==> src/rtl/pipe_pkg.sv <==
// Shared pipeline definitions: MEM/WB bundle field positions, write-back
// select encodings and the write-back stage FSM state encoding.
package pipe_pkg;

  localparam int unsigned MEMWB_W    = 105;
  localparam int unsigned RD_LO      = 0;
  localparam int unsigned RD_HI      = 4;
  localparam int unsigned LDATA_LO   = 5;
  localparam int unsigned LDATA_HI   = 36;
  localparam int unsigned ALU_LO     = 37;
  localparam int unsigned ALU_HI     = 68;
  localparam int unsigned WBSEL_LO   = 69;
  localparam int unsigned WBSEL_HI   = 70;
  localparam int unsigned REGW_BIT   = 71;
  localparam int unsigned SQUASH_BIT = 72;
  localparam int unsigned PC_LO      = 73;
  localparam int unsigned PC_HI      = 104;

  localparam logic [1:0] WB_ALU  = 2'b00;
  localparam logic [1:0] WB_MEM  = 2'b01;
  localparam logic [1:0] WB_LINK = 2'b10;
  localparam logic [1:0] WB_NONE = 2'b11;

  typedef enum logic {
    ST_RUN    = 1'b0,
    ST_SQUASH = 1'b1
  } wb_state_e;

endpackage

==> src/rtl/wb_mux.sv <==
// Write-back value selection: ALU result, load data or link address (PC+4).
module wb_mux
  import pipe_pkg::*;
#(
  parameter int unsigned XLEN = 32
) (
  input  logic [XLEN-1:0] alu,
  input  logic [XLEN-1:0] ldata,
  input  logic [XLEN-1:0] pc,
  input  logic [1:0]      wb_sel,
  output logic [XLEN-1:0] wdata
);

  // Select the value written back; WB_NONE yields zero (never written).
  always_comb begin
    wdata = '0;
    unique case (wb_sel)
      WB_ALU:  wdata = alu;
      WB_MEM:  wdata = ldata;
      WB_LINK: wdata = pc + XLEN'(4);
      default: wdata = '0;
    endcase
  end

endmodule

==> src/rtl/wb_stage.sv <==
// Write-back stage: registers the MEM/WB bundle, drives the register-file
// write port and forwarding tap, counts retired instructions and handles
// the squash flag. Optional macro WB_TRACE_EN adds a per-retire trace line
// and an internal cycle counter.
module wb_stage
  import pipe_pkg::*;
#(
  parameter int unsigned XLEN        = 32,
  parameter int unsigned SQUASH_HOLD = 2,
  parameter int unsigned CNT_W       = 32
) (
  input  logic               CLK,
  input  logic               RESET,
  input  logic [MEMWB_W-1:0] memwb,
  input  logic               memwb_valid,
  input  logic               stall,
  output logic               memwb_ready,
  output logic               rf_we,
  output logic [4:0]         rf_waddr,
  output logic [XLEN-1:0]    rf_wdata,
  output logic               fwd_valid,
  output logic [4:0]         fwd_rd,
  output logic [XLEN-1:0]    fwd_data,
  output logic [CNT_W-1:0]   retire_count,
  output logic [XLEN-1:0]    last_pc,
  output logic               squashing
);

  wb_state_e       state, state_n;
  logic [2:0]      hold_cnt, hold_cnt_n;
  logic            accept, run_eff, drop, we_n, retire;
  logic [4:0]      rd;
  logic [1:0]      wb_sel;
  logic            is_squash;
  logic [XLEN-1:0] pc, wdata;

  assign rd        = memwb[RD_HI:RD_LO];
  assign wb_sel    = memwb[WBSEL_HI:WBSEL_LO];
  assign is_squash = memwb[SQUASH_BIT];
  assign pc        = memwb[PC_LO +: XLEN];

  wb_mux #(.XLEN(XLEN)) u_mux (
    .alu    (memwb[ALU_LO +: XLEN]),
    .ldata  (memwb[LDATA_LO +: XLEN]),
    .pc     (pc),
    .wb_sel (wb_sel),
    .wdata  (wdata)
  );

  assign memwb_ready = !stall;
  assign fwd_valid   = rf_we;
  assign fwd_rd      = rf_waddr;
  assign fwd_data    = rf_wdata;
  assign squashing   = (state == ST_SQUASH);

  // Next-state, hold counter and accept/drop/write decisions.
  // SQUASH with the counter at 0 behaves as RUN for the bundle accepted
  // that cycle, so the exit cycle already writes and retires.
  always_comb begin
    state_n    = state;
    hold_cnt_n = hold_cnt;
    accept     = memwb_valid && !stall;
    run_eff    = (state == ST_RUN) || (hold_cnt == '0);
    drop       = !run_eff || is_squash;
    retire     = accept && !drop;
    we_n       = retire && memwb[REGW_BIT] && (wb_sel != WB_NONE) && (rd != '0);
    if (state == ST_SQUASH) begin
      if (hold_cnt != '0) hold_cnt_n = hold_cnt - 3'd1;
      else                state_n    = ST_RUN;
    end
    if (accept && is_squash && (SQUASH_HOLD != 0)) begin
      state_n    = ST_SQUASH;
      hold_cnt_n = 3'(SQUASH_HOLD);
    end
  end

  // State and output registers.
  always_ff @(posedge CLK) begin
    if (RESET) begin
      state        <= ST_RUN;
      hold_cnt     <= '0;
      rf_we        <= 1'b0;
      rf_waddr     <= '0;
      rf_wdata     <= '0;
      retire_count <= '0;
      last_pc      <= '0;
    end else begin
      state    <= state_n;
      hold_cnt <= hold_cnt_n;
      rf_we    <= we_n;
      if (accept) begin
        rf_waddr <= rd;
        rf_wdata <= wdata;
      end
      if (retire) begin
        retire_count <= retire_count + CNT_W'(1);
        last_pc      <= pc;
      end
    end
  end

`ifdef WB_TRACE_EN
  logic [63:0] cycle;

  // Free-running cycle counter for trace timestamps.
  always_ff @(posedge CLK) begin
    if (RESET) cycle <= '0;
    else       cycle <= cycle + 64'd1;
  end

  // One trace line per retired instruction.
  always_ff @(posedge CLK) begin
    if (!RESET && retire)
      $display("WB cyc=%0d pc=%h rd=%0d data=%h we=%0b", cycle, pc, rd, wdata, we_n);
  end
`endif

endmodule

==> config.mk <==
export PLATFORM = sky130hd
export DESIGN_NAME = wb_stage
export DESIGN_NICKNAME = d
export VERILOG_FILES = /design/src/rtl/pipe_pkg.sv /design/src/rtl/wb_mux.sv /design/src/rtl/wb_stage.sv
export SDC_FILE = /design/constraint.sdc
export NUM_CORES = 1
export LEC_CHECK = 0
export CORE_MARGIN = 3
export CORE_UTILIZATION = 42
export CTS_BUF_LIST = sky130_fd_sc_hd__clkbuf_4 sky130_fd_sc_hd__clkbuf_8 sky130_fd_sc_hd__clkbuf_16
export DETAILED_ROUTE_END_ITERATION = 12
export PLACE_DENSITY = 0.89
export SLEW_MARGIN = 30
export SYNTH_ARGS = -nofsm -noshare
export SYNTH_HDL_FRONTEND = slang
export SYNTH_SLANG_ARGS = --single-unit
==> constraint.sdc <==
create_clock -name CLK -period 2.2 [get_ports CLK]
set_input_delay 0.44 -clock CLK [delete_from_list [all_inputs] [get_ports CLK]]
set_output_delay 0.44 -clock CLK [all_outputs]
set_load 0.05 [all_outputs]
==> results.yml <==
run_status:
  outcome: "finished clean"
clock_network:
  clockBufferDepth: 2
  cts-root-buf: "clkbuf_16"
  cts.repair.resized: 0
  cts.sinks: 106
  hold_buffers: 0
  clk_latency_ns: 0.35
  numCtsBuffers: 9
  cts_tree: "yes"
  clk_pin_slew_ns: 0.07
  htreeDepth: 3
  cts_post_setup_buffers_inserted: 0
critical_path:
  cp_max_fo: 4
  r2r-start: "retire_count[3]$_SDFFE_PP0N_"
  crit_start: "retire_count[11]$_SDFFE_PP0N_"
  critPathCapture: "retire_count[11]"
  path_cells: "clkdlybuf4s50_1"
  reg2reg_depth: 5
  crit_buf_inv: 1
  worstSetupPathType: "reg2out"
  rr_endpoint: "retire_count[31]$_SDFFE_PP0N_"
  slowest_stage: "clkdlybuf4s50_1"
  crit_family: "buffers and inverters"
  cp.depth: 1
  critPathRequiredTime_ns: 1.76
  reg2reg_slack_ns: 0.25
  critPathLaunchType: "flip-flop"
  max_stage_delay_ns: 0.87
  critPathCaptureType: "primary output"
  worstPathArrival_ns: 1.66
grt:
  overflow: 0
  grt_usage_pct: 27.2
  grt_max_degree: 38
  grt_pass1_wl_um: 31300
  grt_pass1_vias: 5945
  antenna_found_initial: 0
place:
  place.gp.congestion: 0.895
  io_buffers: 250
  dpl.hpwl_um: 16100
sta:
  period_needed_ns: 2.10
  rsz0062_at_grt: "no"
  clock.fmax_mhz: 476
  finalSetupViolCount: 0
  finalClockSkew_ns: 0.00910
  relSlewSlack_pct: 40.1
  worstMarginPinSlew_ns: 0.895
  tns_ns: 0
  slew_violations: 0
  fin_crit_sh_pct: 95.5
  finalHoldViolCount: 0
finish:
  diodes: 0
  synthToLayoutAreaGrowth_pct: 58.3
  nets: 1053
  final_layout_size_suffix_gt1_share_pct: 13.8
  fin_util_pct: 68.8
  n_fill_cell: 996
power_and_ir_drop:
  p_per_area_nw_per_um2: 562
  vdd_drop_max_uv: 412
  leakage_nw: 3.08
floorplan:
  dieWidth_um: 121
  core_area_um2: 12700
  dieArea_um2: 14600
  die_h_um: 121
  io_pins: 251
  start_util_pct: 43.4
  num_rows: 41
routing:
  wire_per_inst_um: 18.4
  vias: 6097
  detail_route.vias_per_cell: 5.45
  drc: 0
  postRouteAntennaNets: 0
  drt_pass1_iterations: 5
  drt_iter0_markers: 685
  totalWireLength_um: 20500
synthesis:
  netlist-cell-type-count: 49
  syn_nets: 801
  syn_area_per_cell_um2: 8.01
  synth_edf_count: 0
  synthFlopType: "dfxtp_1"
  ys_async_sr_fraction_pct: 0
  ys_warn_count: 0
  synth_seq_cells: 106
  syn_inst: 690
  ys_seq_area_share_pct: 38.4
  synth_area_um2: 5530
worst_hold_path:
  holdCritPathClass: "reg2reg"
job:
  maxCapViolations: 0
## metrics by stage
stage	setup slack, ns	area, um2	instances	power (mW)	hold WS (ns)
3_5_place_dp	-0.361	8410	1103	3.27	0.448
5_1_grt	0.00184	8750	1119	5.09	0.480
4_1_cts	0.000381	8720	1119	4.94	0.456
2_1_floorplan	0.00176	5540	690	2.72	0.470
3_3_place_gp	-0.251	8410	1103	3.25	0.441
6_report	0.100	8750	1119	4.91	0.456
## layer usage
layer	share of wire [%]	routed length [um]	up-vias	GRT usage (%)
li1	-	-	2887	-
met1	39	8100	2853	33.0
met2	50	10200	318	47.3
met3	8.6	1770	39	7.02
met4	2.4	491	0	8.43
met5	0	0	-	0
## sequential cells by signal (all words and copies together), names as in the netlist
name          cells
hold_cnt          3
last_pc          32
fwd_rd            5
retire_count     32
fwd_data         32
fwd_valid         1
squashing         1
## Yosys cell counts (2+ instances only)
master	number	area share, %
o31a_1	2	0.32
and3_1	4	0.45
a211o_1	2	0.32
nand2b_1	2	0.23
o31ai_1	2	0.27
o221ai_1	2	0.32
nor4_1	20	2.3
ha_1	2	0.45
mux2_2	14	2.9
and2_1	5	0.57
a21oi_1	59	5.3
dfxtp_1	106	38
a22oi_1	14	1.9
or3_1	9	1.0
inv_1	11	0.75
buf_1	7	0.48
nand2_1	100	6.8
xnor2_1	33	5.2
clkbuf_1	36	2.4
xor2_1	12	1.9
or4_1	4	0.54
a211oi_1	15	2.0
buf_4	39	5.3
nand3_1	21	1.9
nor3_1	20	1.8
nor2_1	62	4.2
and4_1	9	1.4
nor2b_1	4	0.45
o21ai_0	17	1.5
o21a_1	4	0.54
o22ai_1	12	1.4
mux2i_1	13	2.4
nand4_1	12	1.4
## cell usage in the layout (no fill, tap or decap), types with 3 or more instances in the layout
cell / count
a22oi_1: 14
nor2b_1: 3
and3_1: 4
nand2_1: 100
a211oi_1: 15
mux2i_1: 13
clkbuf_16: 9
dfxtp_2: 13
or3_1: 9
xnor2_1: 33
buf_4: 71
nor4_1: 17
or4_1: 3
o21a_1: 4
inv_1: 11
xor2_1: 12
dfxtp_1: 93
clkdlybuf4s50_1: 247
nor2_1: 62
a21oi_1: 59
and4_1: 9
o22ai_1: 12
nor3_1: 19
and2_1: 5
nand4_1: 12
o21ai_0: 16
mux2_2: 14
nand3_1: 21
buf_12: 5
nor4_2: 3
## cell type report
cell class              count  area, um2  area share [%]
flip-flops and latches    106       2140            24.4
multi-input cells         490       2930            33.5
well taps                 172        215            2.46
clock inverters             6       71.3           0.815
inverters                  11       41.3           0.472
repair buffers            324       3110            35.5
clock buffers              10        239            2.73
## where the power goes
| group | switching, mW | internal [mW] | leakage, nW |
|---|---|---|---|
| registers | 0.0517 | 1.98 | 0.868 |
| logic | 0.693 | 0.511 | 2.07 |
| clock network | 0.755 | 0.924 | 0.146 |
| total | 1.50 | 3.41 | 3.08 |
## how the worst min path moves through the flow
| stage | start | to | slack (ns) | depth (start not counted) |
|---|---|---|---|---|
| after floorplan | hold_cnt[2]$_SDFFE_PP0P_ | hold_cnt[2]$_SDFFE_PP0P_ | 0.47 | 1 |
| after global placement | last_pc[6]$_SDFFE_PP0N_ | last_pc[6]$_SDFFE_PP0N_ | 0.44 | 2 |
| after detailed placement | last_pc[30]$_SDFFE_PP0N_ | last_pc[30]$_SDFFE_PP0N_ | 0.45 | 2 |
| after CTS | last_pc[6]$_SDFFE_PP0N_ | last_pc[6]$_SDFFE_PP0N_ | 0.46 | 2 |
| after global routing | last_pc[22]$_SDFFE_PP0N_ | last_pc[22]$_SDFFE_PP0N_ | 0.48 | 2 |
| final | last_pc[6]$_SDFFE_PP0N_ | last_pc[6]$_SDFFE_PP0N_ | 0.46 | 2 |
## kinds of logic after synthesis
family / synth area share, %
simple gates: 24.1
buf+inv: 9.06
xor+xnor: 7.13
fa+ha+maj: 0.453
compound gates: 15.6
mux: 5.21
flops: 38.4
(Power assumes the default switching activity.)
